## config.mk

```make
export PLATFORM = sky130hd
export DESIGN_NAME = rtc_shadow_regfile
export DESIGN_NICKNAME = d
export VERILOG_FILES = /design/src/rtl/rtc_pkg.sv /design/src/rtl/rtc_shadow_ctrl.sv /design/src/rtl/rtc_shadow_regfile.sv
export SDC_FILE = /design/constraint.sdc
export NUM_CORES = 1
export LEC_CHECK = 0
export ABC_AREA = 1
export BUFFER_PORTS_ARGS = -buffer_cell sky130_fd_sc_hd__buf_4
export CAP_MARGIN = 20
export CELL_PAD_IN_SITES_DETAIL_PLACEMENT = 1
export CELL_PAD_IN_SITES_GLOBAL_PLACEMENT = 2
export CORE_MARGIN = 2
export CORE_UTILIZATION = 40
export CTS_CLUSTER_DIAMETER = 50
export DETAILED_ROUTE_END_ITERATION = 7
export PLACE_DENSITY_LB_ADDON = 0.1
export SYNTH_ARGS = -nofsm -noshare
export SYNTH_HDL_FRONTEND = slang
export SYNTH_HIERARCHICAL = 1
export SYNTH_SLANG_ARGS = --single-unit
```

## constraint.sdc

```tcl
create_clock -name clk -period 4.36 [get_ports clk]
set_input_delay 0 -clock clk [delete_from_list [all_inputs] [get_ports clk]]
set_output_delay 0 -clock clk [all_outputs]
set_load 0.02 [all_outputs]
```

## src/rtl/rtc_pkg.sv

```systemverilog
// Shared definitions for the RTC shadow register file: commit FSM states,
// default slot map and a constant clog2 helper.
package rtc_pkg;

  typedef enum logic [1:0] {
    ST_IDLE   = 2'd0,
    ST_WINDOW = 2'd1,
    ST_COMMIT = 2'd2,
    ST_DONE   = 2'd3
  } rtc_state_e;

  localparam int SLOT_SEC       = 0;
  localparam int SLOT_MIN       = 1;
  localparam int SLOT_HOUR      = 2;
  localparam int SLOT_DAY       = 3;
  localparam int SLOT_MON       = 4;
  localparam int SLOT_YEAR      = 5;
  localparam int SLOT_CHR_SEC   = 8;
  localparam int SLOT_CHR_MIN   = 9;
  localparam int SLOT_STAT_BASE = 10;

  function automatic int clog2(input int v);
    int r;
    r = 0;
    while ((1 << r) < v) r++;
    return (r < 1) ? 1 : r;
  endfunction

endpackage

```

## src/rtl/rtc_shadow_ctrl.sv

```systemverilog
// Commit sequencer for the shadow register file: window/commit FSM, copy
// index, write acceptance and the busy/commit_done/wr_drop indications.
module rtc_shadow_ctrl
  import rtc_pkg::*;
#(
  parameter int DEPTH    = 16,
  parameter int COMMIT_N = 10,
  parameter int AW       = 4
)(
  input  logic          clk,
  input  logic          reset,
  input  logic          win,
  input  logic          wr_en,
  input  logic [AW-1:0] wr_addr,
  output logic          wr_accept,
  output logic          commit_we,
  output logic [AW-1:0] commit_idx,
  output logic          rd_stg,
  output logic          busy,
  output logic          commit_done,
  output logic          wr_drop
);

  rtc_state_e    state, state_nxt;
  logic [AW-1:0] idx, idx_nxt;
  logic          drop_nxt;

  always_ff @(posedge clk) begin
    if (reset) begin
      state   <= ST_IDLE;
      idx     <= '0;
      wr_drop <= 1'b0;
    end else begin
      state   <= state_nxt;
      idx     <= idx_nxt;
      wr_drop <= drop_nxt;
    end
  end

  // Only the level of win seen in DONE decides where we go after a commit.
  always_comb begin
    state_nxt = state;
    idx_nxt   = idx;
    unique case (state)
      ST_IDLE:   if (win) state_nxt = ST_WINDOW;
      ST_WINDOW: if (!win) begin
                   state_nxt = ST_COMMIT;
                   idx_nxt   = '0;
                 end
      ST_COMMIT: begin
                   idx_nxt = idx + 1'b1;
                   if (idx == AW'(COMMIT_N - 1)) state_nxt = ST_DONE;
                 end
      ST_DONE:   state_nxt = win ? ST_WINDOW : ST_IDLE;
      default:   state_nxt = ST_IDLE;
    endcase
  end

  always_comb begin
    busy        = (state == ST_COMMIT) || (state == ST_DONE);
    commit_done = (state == ST_DONE);
    commit_we   = (state == ST_COMMIT);
    commit_idx  = idx;
    rd_stg      = busy;
    wr_accept   = wr_en && !busy && (int'(wr_addr) < DEPTH);
    drop_nxt    = wr_en && !wr_accept;
  end

endmodule

```

## src/rtl/rtc_shadow_regfile.sv

```systemverilog
// Double-buffered RTC register file: bus writes fill staging, a commit copies
// staging into live, and two registered read ports serve the display side.
module rtc_shadow_regfile
  import rtc_pkg::*;
#(
  parameter int DATA_W    = 8,
  parameter int DEPTH     = 16,
  parameter int COMMIT_N  = 10,
  parameter int STAT_BASE = SLOT_STAT_BASE,
  parameter int PTR_W     = 4,
  localparam int AW       = clog2(DEPTH)
)(
  input  logic              clk,
  input  logic              reset,
  input  logic              win,
  input  logic              wr_en,
  input  logic [AW-1:0]     wr_addr,
  input  logic [DATA_W-1:0] wr_data,
  input  logic [AW-1:0]     rd_addr_a,
  output logic [DATA_W-1:0] rd_data_a,
  input  logic [AW-1:0]     rd_addr_b,
  output logic [DATA_W-1:0] rd_data_b,
  input  logic              stat_irq,
  input  logic [PTR_W-1:0]  stat_ptr,
  output logic              busy,
  output logic              commit_done,
  output logic              wr_drop
);

  logic [DATA_W-1:0] stg_mem  [DEPTH];
  logic [DATA_W-1:0] live_mem [DEPTH];

  logic              wr_accept;
  logic              commit_we;
  logic [AW-1:0]     commit_idx;
  logic              rd_stg;
  logic [DATA_W-1:0] irq_lo, irq_hi, ptr_w;
  logic [DATA_W-1:0] rd_a_p0, rd_b_p0;

  rtc_shadow_ctrl #(
    .DEPTH    (DEPTH),
    .COMMIT_N (COMMIT_N),
    .AW       (AW)
  ) u_ctrl (
    .clk         (clk),
    .reset       (reset),
    .win         (win),
    .wr_en       (wr_en),
    .wr_addr     (wr_addr),
    .wr_accept   (wr_accept),
    .commit_we   (commit_we),
    .commit_idx  (commit_idx),
    .rd_stg      (rd_stg),
    .busy        (busy),
    .commit_done (commit_done),
    .wr_drop     (wr_drop)
  );

  function automatic logic is_stat(input logic [AW-1:0] a);
    return (int'(a) >= STAT_BASE) && (int'(a) <= STAT_BASE + 2);
  endfunction

  always_comb begin
    irq_lo    = '0;
    irq_lo[0] = ~stat_irq;
    irq_hi    = '0;
    irq_hi[0] = stat_irq;
    ptr_w     = DATA_W'(stat_ptr);
  end

  always_ff @(posedge clk) begin
    if (reset) begin
      for (int i = 0; i < DEPTH; i++) stg_mem[i] <= '0;
    end else if (wr_accept) begin
      stg_mem[wr_addr] <= wr_data;
    end
  end

  // Status slots are assigned last so they win over a commit copy.
  always_ff @(posedge clk) begin
    if (reset) begin
      for (int i = 0; i < DEPTH; i++) live_mem[i] <= '0;
    end else begin
      if (commit_we) live_mem[commit_idx] <= stg_mem[commit_idx];
      live_mem[STAT_BASE]     <= irq_lo;
      live_mem[STAT_BASE + 1] <= irq_hi;
      live_mem[STAT_BASE + 2] <= ptr_w;
    end
  end

  // p0: address decode and source select
  always_comb begin
    rd_a_p0 = '0;
    if (int'(rd_addr_a) < DEPTH) begin
      if (rd_stg && !is_stat(rd_addr_a)) rd_a_p0 = stg_mem[rd_addr_a];
      else                               rd_a_p0 = live_mem[rd_addr_a];
    end
  end

  always_comb begin
    rd_b_p0 = '0;
    if (int'(rd_addr_b) < DEPTH) begin
      if (rd_stg && !is_stat(rd_addr_b)) rd_b_p0 = stg_mem[rd_addr_b];
      else                               rd_b_p0 = live_mem[rd_addr_b];
    end
  end

  // p1: registered read data
  always_ff @(posedge clk) begin
    if (reset) begin
      rd_data_a <= '0;
      rd_data_b <= '0;
    end else begin
      rd_data_a <= rd_a_p0;
      rd_data_b <= rd_b_p0;
    end
  end

endmodule

```

Word level (Yosys, flattened, before mapping) --
Memory sizes are Yosys's and may differ from the RTL's. A register that Yosys moved wholly into a read port is not among the register bits. Cells that the tools add are included.
Word-level totals: register bits after elaboration 23, RAM bits 256, input port bits 29, output and inout bits 19, logic and storage cells 81, memories 2
Memories:
- live_mem | words 16, bits a word 8, rd ports 2, clocked after Yosys merged registers in 0, write ports 16, line rtc_shadow_regfile.sv:31 | logic [DATA_W-1:0] live_mem [DEPTH];
- stg_mem | words 16, bits a word 8, rd ports 3, clocked after Yosys merged registers in 1, write ports 16, line rtc_shadow_regfile.sv:30 | logic [DATA_W-1:0] stg_mem [DEPTH];
Cells by class: add/sub/neg operators 1, $lt $le $gt $ge 4, equal/unequal tests 10, mux-type cells 29, bitwise gates (word level) 13, reductions and logical operators 17
Operator list (number):
- $mux W8 | 7
- $mux W4 | 5
- $eq A4 B4 Y1 const B | 4
- $reduce_or A8 Y1 | 2
- $mux W1 | 12
- $ge A4 B4 Y1 const B | 2
- $le A4 B4 Y1 const B | 2
- $pmux W2 S4 | 1
- $pmux W4 S2 | 1
- $and A1 B1 Y1 | 6
- $logic_and A1 B1 Y1 | 6
- $mux W2 | 3
- $add A4 B1 Y4 const B | 1
- $eq A2 B2 Y1 const B | 2
- $logic_not A1 Y1 | 4
- $ne A2 B2 Y1 const B | 2
- $not A1 Y1 | 4
- $or A1 B1 Y1 | 3
- $reduce_and A3 Y1 | 1
- $eq A2 B1 Y1 const B | 1
- $logic_not A2 Y1 | 1
- $ne A2 B1 Y1 const B | 1
- $reduce_and A2 Y1 | 1
- $reduce_bool A2 Y1 | 1
- $logic_or A1 B1 Y1 | 1

Logic depth before layout (Yosys ltp) --
Gate-level depths: netlist (run 1).
depth after elaboration 9, depth in mapped cells 12, gate-level depth less buffers 11

By module --
The synthesis (run 1) kept the hierarchy.
Modules (own cells, without submodules):
- rtc_shadow_regfile | times used 1, cells an instance 2017, area each 15255.9 sq um, seq. area each 7767.4 sq um
- rtc_shadow_ctrl | times used 1, cells an instance 69, area each 471.7 sq um, seq. area each 140.1 sq um

Worst setup path before layout (run 1) --
OpenSTA, ideal clock, no wires.
kind reg2reg, start register u_ctrl.state[0], end memory stg_mem[0][0] (enable), library setup time 0.329 ns, arrival 2.029 ns, data required time 4.031 ns, setup slack 2.003 ns, cell stages (with the launch flop) 10, path buffers 0, clock period less this slack 2.357 ns, cells stage by stage dfxtp_1 -> inv_2 -> ha_1 -> nor2_1 -> inv_1 -> nor2_1 -> nand2_1 -> nor3_1 -> nand2_2 -> nand2_1
RTL lines:
- start, declared | line rtc_shadow_ctrl.sv:24 | rtc_state_e state, state_nxt;
- start signal, assigned | line rtc_shadow_ctrl.sv:34 | state <= state_nxt;
- end, declared | line rtc_shadow_regfile.sv:30

==> reports/qor.csv, run 1 <==
stage,metric,value,unit
floorplanning,die_w,202,µm
power_and_ir_drop,p_int,5.42,mW
setup_path,reg2regPathDepth,11,
detailed_routing,route.met2.wl,29400,µm
setup_path,critPathKind,register to register,
clocking,root_buffer,clkbuf_16,
synthesis,synth_top_cell_by_area,edfxtp_1,
power_and_ir_drop,power.total,8.06,mW
finish,antenna_cells,0,
clocking,clk_latency,570,ps
setup_path,crit_chain,inv_2 -> ha_1 -> nor2_1 -> inv_1 -> nor2_1 -> nand2_1 -> inv_2 -> nand2_1 -> nor2_1 -> nand2_1 -> nand2_1,
setup_path,cp.required,4590,ps
power_and_ir_drop,switching_power,2.64,mW
sta,rsz0062_at_grt,false,
sta,post-route-min-period,3080,ps
sta,period_share,70.7,%
clocking,cts_buffer_depth,3,
floorplanning,pin_count,48,
power_and_ir_drop,power_density,454,nW/µm²
setup_path,crit_path_end_kind,register,
detailed_routing,vias,14700,
synthesis,synth_edf_count,232,
setup_path,start_kind,register,
clocking,post-cts-setup-buffers,0,
synthesis,synth_top_area_share,44.3,%
detailed_routing,routedWlPerCell,23.8,µm
finish,nFillCells,4779,
finish,nets,2133,
detailed_routing,ant_nets,0,
power_and_ir_drop,peakVddDrop,0.000273,V
clocking,cts_tree,yes,
detailed_routing,wl_met1,26900,µm
sta,final-setup-viol-count,0,
global_route,antenna_found_initial,0,
setup_path,reg2reg_slack,1280,ps
clocking,path_clk_slew,60,ps
global_route,track_usage,31.0,%
detailed_routing,drc,0,
synthesis,synth_cells,2086,
run,maxCapViolCount,0,
synthesis,synth_area,15700,µm²
clocking,cts.sinks,279,
floorplanning,chipHeight,202,µm
place,place_area,16400,µm²
synthesis,yosysMostFrequentCell,nand2_1,
sta,finalSetupTns,0,ps
min_path,worstHoldPathCells,4,
place,gp_congestion,0.906,
synthesis,postSynth.asyncResetShare,0,%
synthesis,postSynthAreaPerCell,7.54,µm²
sta,tightest_slew,1110,ps
sta,fmax,325,MHz
synthesis,yosysSeqAreaShare,50.3,%
sta,skew,19.2,ps
min_path,hp-class,input pin to register,
synthesis,synthTopCellsByCount,"nand2_1, nor2_1, nand3_1",
floorplanning,dieArea,40900,µm²
min_path,hold_start,wr_addr[0],
synthesis,yosys_register_bits,279,
power_and_ir_drop,seqPwrFrac,39.1,%
synthesis,yosysWarnings,6,
global_route,overflow,0,
place,io_buffer_count,47,
clocking,cts-resized-gates,0,
detailed_routing,highest_layer,met4,
clocking,numCtsBuffers,38,
sta,slew_viol_final,0,
sta,relSlewSlack,25.9,%
global_route,grt_pass1_vias,15200,
finish,layout-area-overhead-vs-synth,12.9,%
setup_path,r2r_start,u_ctrl/state[0]$_SDFFE_PP0P_,
power_and_ir_drop,power_leakage,7.70,nW
setup_path,slowest_stage,dfxtp_1,
synthesis,ys_types,28,
floorplanning,initial_core_util,40.6,%
setup_path,crit_arrival,3310,ps
power_and_ir_drop,pwr-share-comb,22.0,%
sta,hold_violations,0,
setup_path,cpPeakStageDelay,390,ps
detailed_routing,avgViaCountPerCell,5.56,
power_and_ir_drop,swShare,32.7,%
setup_path,cp_common_cell,nand2_1,
finish,drive_above_1_share,7.91,%
setup_path,r2r-end,stg_mem[4][7]$_SDFFCE_PN0P_,
global_route,grt_max_degree,72,
power_and_ir_drop,clkPwrFrac,38.9,%
floorplanning,rows,72,
place,hpwl,42400,µm
outcome,outcome,finished clean,
synthesis,synth_ff_type,edfxtp_1,
finish,fin_area,17800,µm²
setup_path,cp_max_fo,17,
min_path,hold-path-endpoint,stg_mem[0][3]$_SDFFCE_PN0P_,
global_route,grt_first_pass_wirelength,95000,µm
synthesis,synthTopCellsByArea,"edfxtp_1, nand2_1, nand3_1, nor2_1, dfxtp_1",
detailed_routing,drt-total-wl,62800,µm
detailed_routing,wl_met3,3600,µm
detailed_routing,drt_first_iter_violations,1156,
detailed_routing,dr.pass1.iters,5,
clocking,cts_max_level,2,
floorplanning,core-area,38700,µm²
routing by layer:
metal	GRT usage, %	vias up
li1	-	6814
met4	14.1	0
met1	40.6	7226
met2	50.8	506
met3	4.63	150
met5	0	-
worst max-delay path by stage:
stage                            startpoint                           to  slack, ps  depth (start not counted)
5_1_grt        u_ctrl/state[0]$_SDFFE_PP0P_  stg_mem[4][7]$_SDFFCE_PN0P_        960                         11
3_5_place_dp   u_ctrl/state[0]$_SDFFE_PP0P_  stg_mem[4][7]$_SDFFCE_PN0P_       1310                         11
2_1_floorplan  u_ctrl/state[0]$_SDFFE_PP0P_  stg_mem[0][0]$_SDFFCE_PN0P_       2000                          9
3_3_place_gp   u_ctrl/state[0]$_SDFFE_PP0P_  stg_mem[6][3]$_SDFFCE_PN0P_       1450                         11
6_report       u_ctrl/state[0]$_SDFFE_PP0P_  stg_mem[4][7]$_SDFFCE_PN0P_       1280                         11
4_1_cts        u_ctrl/state[0]$_SDFFE_PP0P_  stg_mem[4][7]$_SDFFCE_PN0P_       1290                         11
critical path: cells and delay by family (launching register included):
family	cells	cell delay (ps)
simple gates	7	1500
fa+ha+maj	1	290
buf+inv	3	590
flops	1	390
sequential cells by signal (all words and copies together), names as in the netlist:
signal and count:
u_ctrl/state 2, rd_data_b 8, stg_mem 128, rd_data_a 8, u_ctrl/commit_idx 4, live_mem 128, u_ctrl/wr_drop 1
power groups by stage:
stage	clock [mW]	sequential, mW	combinational [mW]
after floorplan	0	3.21	1.04
after global placement	0	3.20	1.71
after detailed placement	0	3.21	1.74
after CTS	3.18	3.15	1.75
after global routing	3.29	3.17	1.92
final	3.14	3.15	1.77
final cells by class:
type	count	area [µm²]	share of cell area, %
clock inverters	14	184	1.04
multi-input cells	1514	6630	37.3
well taps	518	648	3.65
clock buffers	54	1080	6.09
inverters	188	706	3.97
repair buffers	76	598	3.37
flip-flops and latches	279	7910	44.5
placed cells by master, fill, tap and decap left out:
cell type      count
nor2_2            14
inv_6              2
o21ai_2            1
nand2_4            1
bufinv_16          3
a21oi_1           38
nor3_4             1
o211ai_1          64
clkinvlp_4         1
o21ai_1            8
nor3_1             3
clkinv_1           5
clkbuf_8           5
dlygate4sd3_1     11
nand3_2            1
ha_1               7
clkinv_2           3
clkbuf_1          10
dfxtp_1           47
nand3_1          258
buf_4             65
nand2_1          667
inv_2             13
nand2_2           14
edfxtp_1         232
conb_1            18
clkinv_8           1
o22ai_1           18
nor2_1           326
nand4_1           14
clkbuf_16         39
o21ai_0           60
inv_1            171
nor2_4             1
inv_8              3
cells by family after synthesis:
| kind of cell | count (synthesis) | share of synthesized area [%] |
|---|---|---|
| adder cells (fa/ha/maj) | 7 | 0.557 |
| other | 1 | 0.0238 |
| AO/OA/AOI/OAI | 189 | 7.20 |
| buffers and inverters | 310 | 7.96 |
| flip-flops | 279 | 50.3 |
| AND/OR/NAND/NOR | 1300 | 34.0 |
per-stage QoR:
stage	instances	hold slack (ps)	worst slack (ps)	utilization, %
detailed placement	2564	169	1310	42.3
finish	2643	54.6	1280	45.8
CTS	2643	41.0	1290	45.8
global placement	2564	168	1450	42.3
floorplan	2103	66.7	2000	-
global route	2643	91.7	965	45.8
what timing repair did:
item / CTS / global route
hold buffers: 11 / 0
hold endpoints to repair: 12 / 0
setup endpoints to repair: 0 / 0
Power figures use the tool's default switching activity.
==> run 2: changes to the inputs <==
--- a/config.mk
+++ b/config.mk
@@ -11,7 +11,7 @@
 export CELL_PAD_IN_SITES_DETAIL_PLACEMENT = 1
 export CELL_PAD_IN_SITES_GLOBAL_PLACEMENT = 2
 export CORE_MARGIN = 2
-export CORE_UTILIZATION = 40
+export CORE_UTILIZATION = 37
 export CTS_CLUSTER_DIAMETER = 50
 export DETAILED_ROUTE_END_ITERATION = 7
 export PLACE_DENSITY_LB_ADDON = 0.1
==> constraint.sdc (replaced) <==
create_clock -name clk -period 3.05 [get_ports clk]
set_input_delay 0 -clock clk [delete_from_list [all_inputs] [get_ports clk]]
set_output_delay 0 -clock clk [all_outputs]
set_load 0.02 [all_outputs]
==> run 2 against run 1 <==
Global-route usage decreased by 1.9 points. Utilization decreased by 2.5 points. Clock power increased by 55%. Final cell count increased by 2.1%. Sequential power increased by 43%. Clock-buffer cell count decreased by 9. Clock skew increased by 7.0 ps. Critical endpoint is now stg_mem[7][1]$_SDFFCE_PN0P_. Largest cell class unchanged.
==> reports/qor.csv, run 2 (synthesis gave the netlist of run 1 again) <==
stage,metric,value,unit,change
global_route,antenna_found_initial,0,,unchanged
sta,final-setup-viol-count,0,,unchanged
finish,finalNonFillerCells,2698,,+2.1%
place,dp_cells,2612,,+1.9%
sta,finalSetupTns,0,ps,unchanged
setup_path,crit_chain,inv_2 -> ha_1 -> nor2_1 -> inv_1 -> nor2_1 -> nand2_1 -> inv_2 -> nand2_1 -> nor2_1 -> nand2_1 -> nand2_1,,
finish,nets,2164,,+1.5%
finish,antenna_cells,0,,unchanged
clocking,root_buffer,clkbuf_16,,
sta,period_share,90.5,%,+20 points
floorplanning,die_w,210,µm,+3.9%
place,hpwl,44300,µm,+4.5%
clocking,cts_max_level,2,,unchanged
setup_path,slowest_stage,dfxtp_1,,
setup_path,start_kind,register,,
sta,tightest_slew,892,ps,-219 ps
setup_path,critical_path_buf_inv_count,3,,unchanged
global_route,grt_pass1_vias,15000,,-1.3%
power_and_ir_drop,power_leakage,7.91,nW,+2.8%
clocking,path_clk_slew,60,ps,about the same
floorplanning,chipHeight,210,µm,+3.9%
detailed_routing,routedWlPerCell,23.6,µm,-0.51%
global_route,track_usage,29.1,%,-1.9 points
detailed_routing,avgViaCountPerCell,5.45,,-1.9%
floorplanning,dieArea,44200,µm²,+7.9%
setup_path,cp.required,3280,ps,-1310 ps
detailed_routing,drt_first_iter_violations,1095,,-5.3%
min_path,hp-class,input pin to register,,
clocking,clk_latency,570,ps,about the same
floorplanning,core-area,41900,µm²,+8.3%
setup_path,cp_max_fo,9,,-8
clocking,cts_tree,yes,,
setup_path,startpoint,u_ctrl/state[0]$_SDFFE_PP0P_,,
setup_path,crit_path_end_kind,register,,
clocking,cts.sinks,279,,unchanged
setup_path,r2r_start,u_ctrl/state[0]$_SDFFE_PP0P_,,
global_route,grt_max_degree,77,,+6.9%
finish,mostFrequentLayoutCell,nand2_1,,
finish,layout-area-overhead-vs-synth,15.7,%,
detailed_routing,ant_nets,0,,unchanged
clocking,cts_buffer_depth,3,,unchanged
detailed_routing,dr.pass1.iters,5,,unchanged
finish,top_regs,"live_mem (128), stg_mem (128)",,
sta,fmax,362,MHz,+12%
floorplanning,initial_core_util,37.5,%,-3.1 points
clocking,numCtsBuffers,40,,+5.3%
finish,drive_above_1_share,9.63,%,+1.7 points
power_and_ir_drop,peakVddDrop,0.000459,V,+68%
floorplanning,rows,75,,+4.2%
outcome,outcome,finished clean,,
sta,slew_viol_final,0,,unchanged
detailed_routing,vias,14700,,+0.12%
setup_path,cpPeakStageDelay,380,ps,about the same
global_route,overflow,0,,unchanged
setup_path,crit_arrival,2990,ps,-320 ps
sta,skew,26.3,ps,+7.03 ps
min_path,hold_start,rd_addr_a[2],,
place,io_buffer_count,47,,unchanged
sta,hold_violations,0,,unchanged
run,maxCapViolCount,0,,unchanged
sta,post-route-min-period,2760,ps,-322 ps
setup_path,path_delay_family,simple AND/OR/NAND/NOR gates,,
sta,rsz0062_at_grt,false,,
global_route,grt_first_pass_wirelength,95400,µm,+0.41%
setup_path,critPathKind,register to register,,
detailed_routing,drc,0,,unchanged
sta,relSlewSlack,40.5,%,+15 points
finish,mostFrequentLayoutCells,"nand2_1, nor2_1, nand3_1",,
detailed_routing,drt-total-wl,63800,µm,+1.6%
sta,worst_slack,291,ps,-988 ps
place,gp_congestion,0.865,,-4.5%
setup_path,cp_common_cell,nand2_1,,
clocking,post-cts-setup-buffers,0,,unchanged
power_and_ir_drop,power_density,659,nW/µm²,+45%
floorplanning,pin_count,48,,unchanged
place,place_ws,271,ps,-1040 ps
run 2: cell count changes in the layout (fill, tap and decap cells not counted), sizes merged:
cell,delta
clkinvlp,+3
bufinv,+2
dlygate4sd3,+2
buf,+27
inv,+1
clkbuf,-9
clkinv,+8
run 2: timing repair:
action	CTS	global route
gates resized for setup	0	3
hold endpoints to repair	13	0
setup endpoints to repair	0	24
hold buffers	13	0
run 2: area by class of cell:
type | count | area (µm²)
Clock buffer | 45 | 1060
Clock inverter | 28 | 322
Fill cell | 5148 | 23800
Inverter | 188 | 706
Multi-Input combinational cell | 1514 | 6640
Sequential cell | 279 | 7910
Tap cell | 539 | 674
Timing Repair Buffer | 105 | 883
run 2: per-layer routing:
metal / vias to the layer above / wire length [µm] / global-route usage (%)
li1: 6879 / - / -
met1: 7271 / 27700 / 38.6
met2: 428 / 29900 / 47.4
met3: 135 / 3090 / 3.52
met4: 0 / 3080 / 14.3
met5: - / 0 / 0
run 2: through the flow:
stage	cell area [µm²]	power, mW	hold slack, ps	util, %
finish	18200	12.0	71.4	43.4
global route	18200	12.4	106	43.4
CTS	18200	12.0	57.6	43.4
detailed placement	16700	7.19	182	39.7
global placement	16700	7.14	174	39.7
floorplan	15800	6.07	66.7	-
run 2: power breakdown:
part | switching, mW | internal, mW | total (mW)
Combinational | 1.90 | 0.729 | 2.63
Clock | 1.89 | 2.97 | 4.86
Sequential | 0.146 | 4.36 | 4.51
run 2: worst register-to-register path, cell delays in order, from the launching register on:
cell	delay [ps]
dfxtp_1	380
inv_2	90
ha_1	290
nor2_1	200
inv_1	80
nor2_1	110
nand2_1	160
inv_2	220
nand2_1	70
nor2_1	270
nand2_1	250
nand2_1	300
run 2: path summary, 6_finish.rpt:
path	cells past startpoint	endpoint	slack, ps
min	5	rd_data_a[4]$_SDFF_PP0_	70
max reg2reg	11	stg_mem[7][1]$_SDFFCE_PN0P_	290
max	11	stg_mem[7][1]$_SDFFCE_PN0P_	290
min reg2reg	2	u_ctrl/commit_idx[3]$_SDFFE_PP0P_	640
==> run 3: changes to the inputs <==
--- a/config.mk
+++ b/config.mk
@@ -10,10 +10,12 @@
 export CAP_MARGIN = 20
 export CELL_PAD_IN_SITES_DETAIL_PLACEMENT = 1
 export CELL_PAD_IN_SITES_GLOBAL_PLACEMENT = 2
+export CORE_ASPECT_RATIO = 1.5
 export CORE_MARGIN = 2
 export CORE_UTILIZATION = 37
 export CTS_CLUSTER_DIAMETER = 50
 export DETAILED_ROUTE_END_ITERATION = 7
+export GPL_TIMING_DRIVEN = 0
 export PLACE_DENSITY_LB_ADDON = 0.1
 export SYNTH_ARGS = -nofsm -noshare
 export SYNTH_HDL_FRONTEND = slang
==> run 3 against run 2 <==
Die area about the same. Global-route usage up 4.0 points. Final cell count up 3.5%. Clock power down 11%. First-iteration DRC count up 6.0%. Clock skew down 5.6 ps. Register-to-register slack worse by 170 ps. Fmax down 5.8%. Critical path type unchanged.
==> reports/qor.csv, run 3 (synthesis gave the netlist of run 1 again) <==
stage,metric,value,unit,change
outcome,outcome,finished clean,,
detailed_routing,vias,15400,,+4.9%
global_route,track_usage,33.2,%,+4.0 points
floorplanning,initial_core_util,37.4,%,-0.061 points
floorplanning,die_w,172,µm,-18%
finish,mostFrequentLayoutCells,"nand2_1, nor2_1, nand3_1",,
clocking,post-cts-setup-buffers,0,,unchanged
setup_path,start_kind,register,,
sta,period_share,96.0,%,+5.5 points
power_and_ir_drop,peakVddDrop,0.000438,V,-4.5%
sta,slew_viol_final,0,,unchanged
finish,top_regs,"live_mem (128), stg_mem (128)",,
finish,fin_area,18200,µm²,+0.11%
finish,mostFrequentLayoutCell,nand2_1,,
detailed_routing,dr.pass1.iters,5,,unchanged
clocking,numCtsBuffers,36,,-10%
floorplanning,pin_count,48,,unchanged
setup_path,critPathKind,register to register,,
global_route,grt_first_pass_wirelength,105000,µm,+9.8%
finish,nets,2238,,+3.4%
sta,fin_hold_ws,57.9,ps,-13.5 ps
sta,final-setup-viol-count,0,,unchanged
detailed_routing,avgViaCountPerCell,5.53,,+1.4%
sta,skew,20.7,ps,-5.56 ps
floorplanning,chipHeight,257,µm,+22%
detailed_routing,ant_nets,0,,unchanged
finish,multi_input_area,6640,µm²,about the same
setup_path,cp_max_fo,10,,+1
place,dp_cells,2709,,+3.7%
place,gp_congestion,0.953,,+10%
finish,nFillCells,5228,,+1.6%
sta,relSlewSlack,26.4,%,-14 points
finish,layout-area-overhead-vs-synth,15.8,%,
power_and_ir_drop,power_density,640,nW/µm²,-2.9%
finish,antenna_cells,0,,unchanged
clocking,cts_buffer_depth,3,,unchanged
setup_path,crit_arrival,3200,ps,+210 ps
clocking,clk_latency,550,ps,-20 ps
setup_path,cp.required,3320,ps,+40 ps
detailed_routing,routedWlPerCell,26.1,µm,+10%
sta,tightest_slew,1100,ps,+212 ps
detailed_routing,drt_first_iter_violations,1161,,+6.0%
floorplanning,dieArea,44200,µm²,about the same
finish,finalNonFillerCells,2792,,+3.5%
sta,worst_slack,122,ps,-169 ps
global_route,grt_pass1_vias,16000,,+6.6%
floorplanning,rows,92,,+23%
finish,seqCellArea,7910,µm²,unchanged
floorplanning,core-area,42000,µm²,+0.16%
power_and_ir_drop,power_leakage,7.88,nW,-0.45%
run,maxCapViolCount,0,,unchanged
place,hpwl,56200,µm,+27%
global_route,grt_max_degree,14,,-82%
clocking,cts_tree,yes,,
finish,drive_above_1_share,8.57,%,-1.1 points
place,place_ws,-5.36,ps,-277 ps
clocking,root_buffer,clkbuf_16,,
sta,fmax,342,MHz,-5.8%
global_route,antenna_found_initial,0,,unchanged
sta,rsz0062_at_grt,false,,
detailed_routing,drt-total-wl,72800,µm,+14%
setup_path,crit_path_end_kind,register,,
clocking,cts_max_level,2,,unchanged
global_route,overflow,0,,unchanged
place,place_area,16800,µm²,+0.83%
detailed_routing,drc,0,,unchanged
power_and_ir_drop,power.total,11.7,mW,-2.7%
sta,finalSetupTns,0,ps,unchanged
finish,post-route-util,43.4,%,about the same
clocking,cts.sinks,279,,unchanged
min_path,hp-class,input pin to register,,
clocking,path_clk_slew,60,ps,about the same
sta,hold_violations,0,,unchanged
place,io_buffer_count,42,,-11%
sta,post-route-min-period,2930,ps,+169 ps
-- run 3: cell count changes in the layout (fill, tap and decap cells not counted), moves of 3 or more --
cell	delta
clkbuf_8	+3
buf_2	+37
inv_2	-3
dlygate4sd3_1	+6
buf_12	-5
clkinv_4	-3
bufinv_16	-3
buf_4	-34
buf_1	+17
clkbuf_1	+62
inv_1	+3
clkbuf_16	-3
-- run 3: final cells by class --
type,instances,area share (%)
clock inverters,14,0.852
clock buffers,50,5.75
well taps,564,3.87
repair buffers,61,2.78
flip-flops and latches,279,43.4
multi-input cells,1514,36.5
plain buffers,122,2.99
inverters,188,3.87
-- run 3: report_power, final --
group	internal [mW]	switching, mW	total [mW]
registers	4.36	0.135	4.50
clock network	2.60	1.74	4.34
logic	0.719	2.11	2.83
-- run 3: timing repair --
action / in CTS / in global routing
endpoints found under the setup margin: 11 / 3
gates resized for setup: 2 / 1
hold buffers: 19 / 0
pin swaps: 0 / 0
hold endpoints to repair: 60 / 0
gates cloned: 0 / 0
-- run 3: metal layers --
metal  wire (µm)  global-route usage (%)
met1       25700                    35.6
met2       36100                    57.5
met3        4140                    4.60
met4        6930                    26.2
met5           0                       0
-- run 3: path summary, 6_finish.rpt --
check	from	endpoint	slack, ps	cells past startpoint
setup / recovery	u_ctrl/commit_idx[1]$_SDFFE_PP0P_	live_mem[4][5]$_SDFFCE_PN0P_	120	12
hold / removal	wr_addr[2]	stg_mem[1][3]$_SDFFCE_PN0P_	60	4
setup reg to reg	u_ctrl/commit_idx[1]$_SDFFE_PP0P_	live_mem[4][5]$_SDFFCE_PN0P_	120	12
hold reg to reg	u_ctrl/state[0]$_SDFFE_PP0P_	u_ctrl/state[0]$_SDFFE_PP0P_	640	4
-- run 3: critical path: stages, from the launching register on --
cell and delay (ps):
dfxtp_1 400, buf_4 200, inv_1 60, nand2_2 220, inv_2 170, buf_2 260, nand2_1 100, nand4_1 240
nand2_1 200, nand2_1 80, nor2_2 320, buf_4 330, nor2_1 70
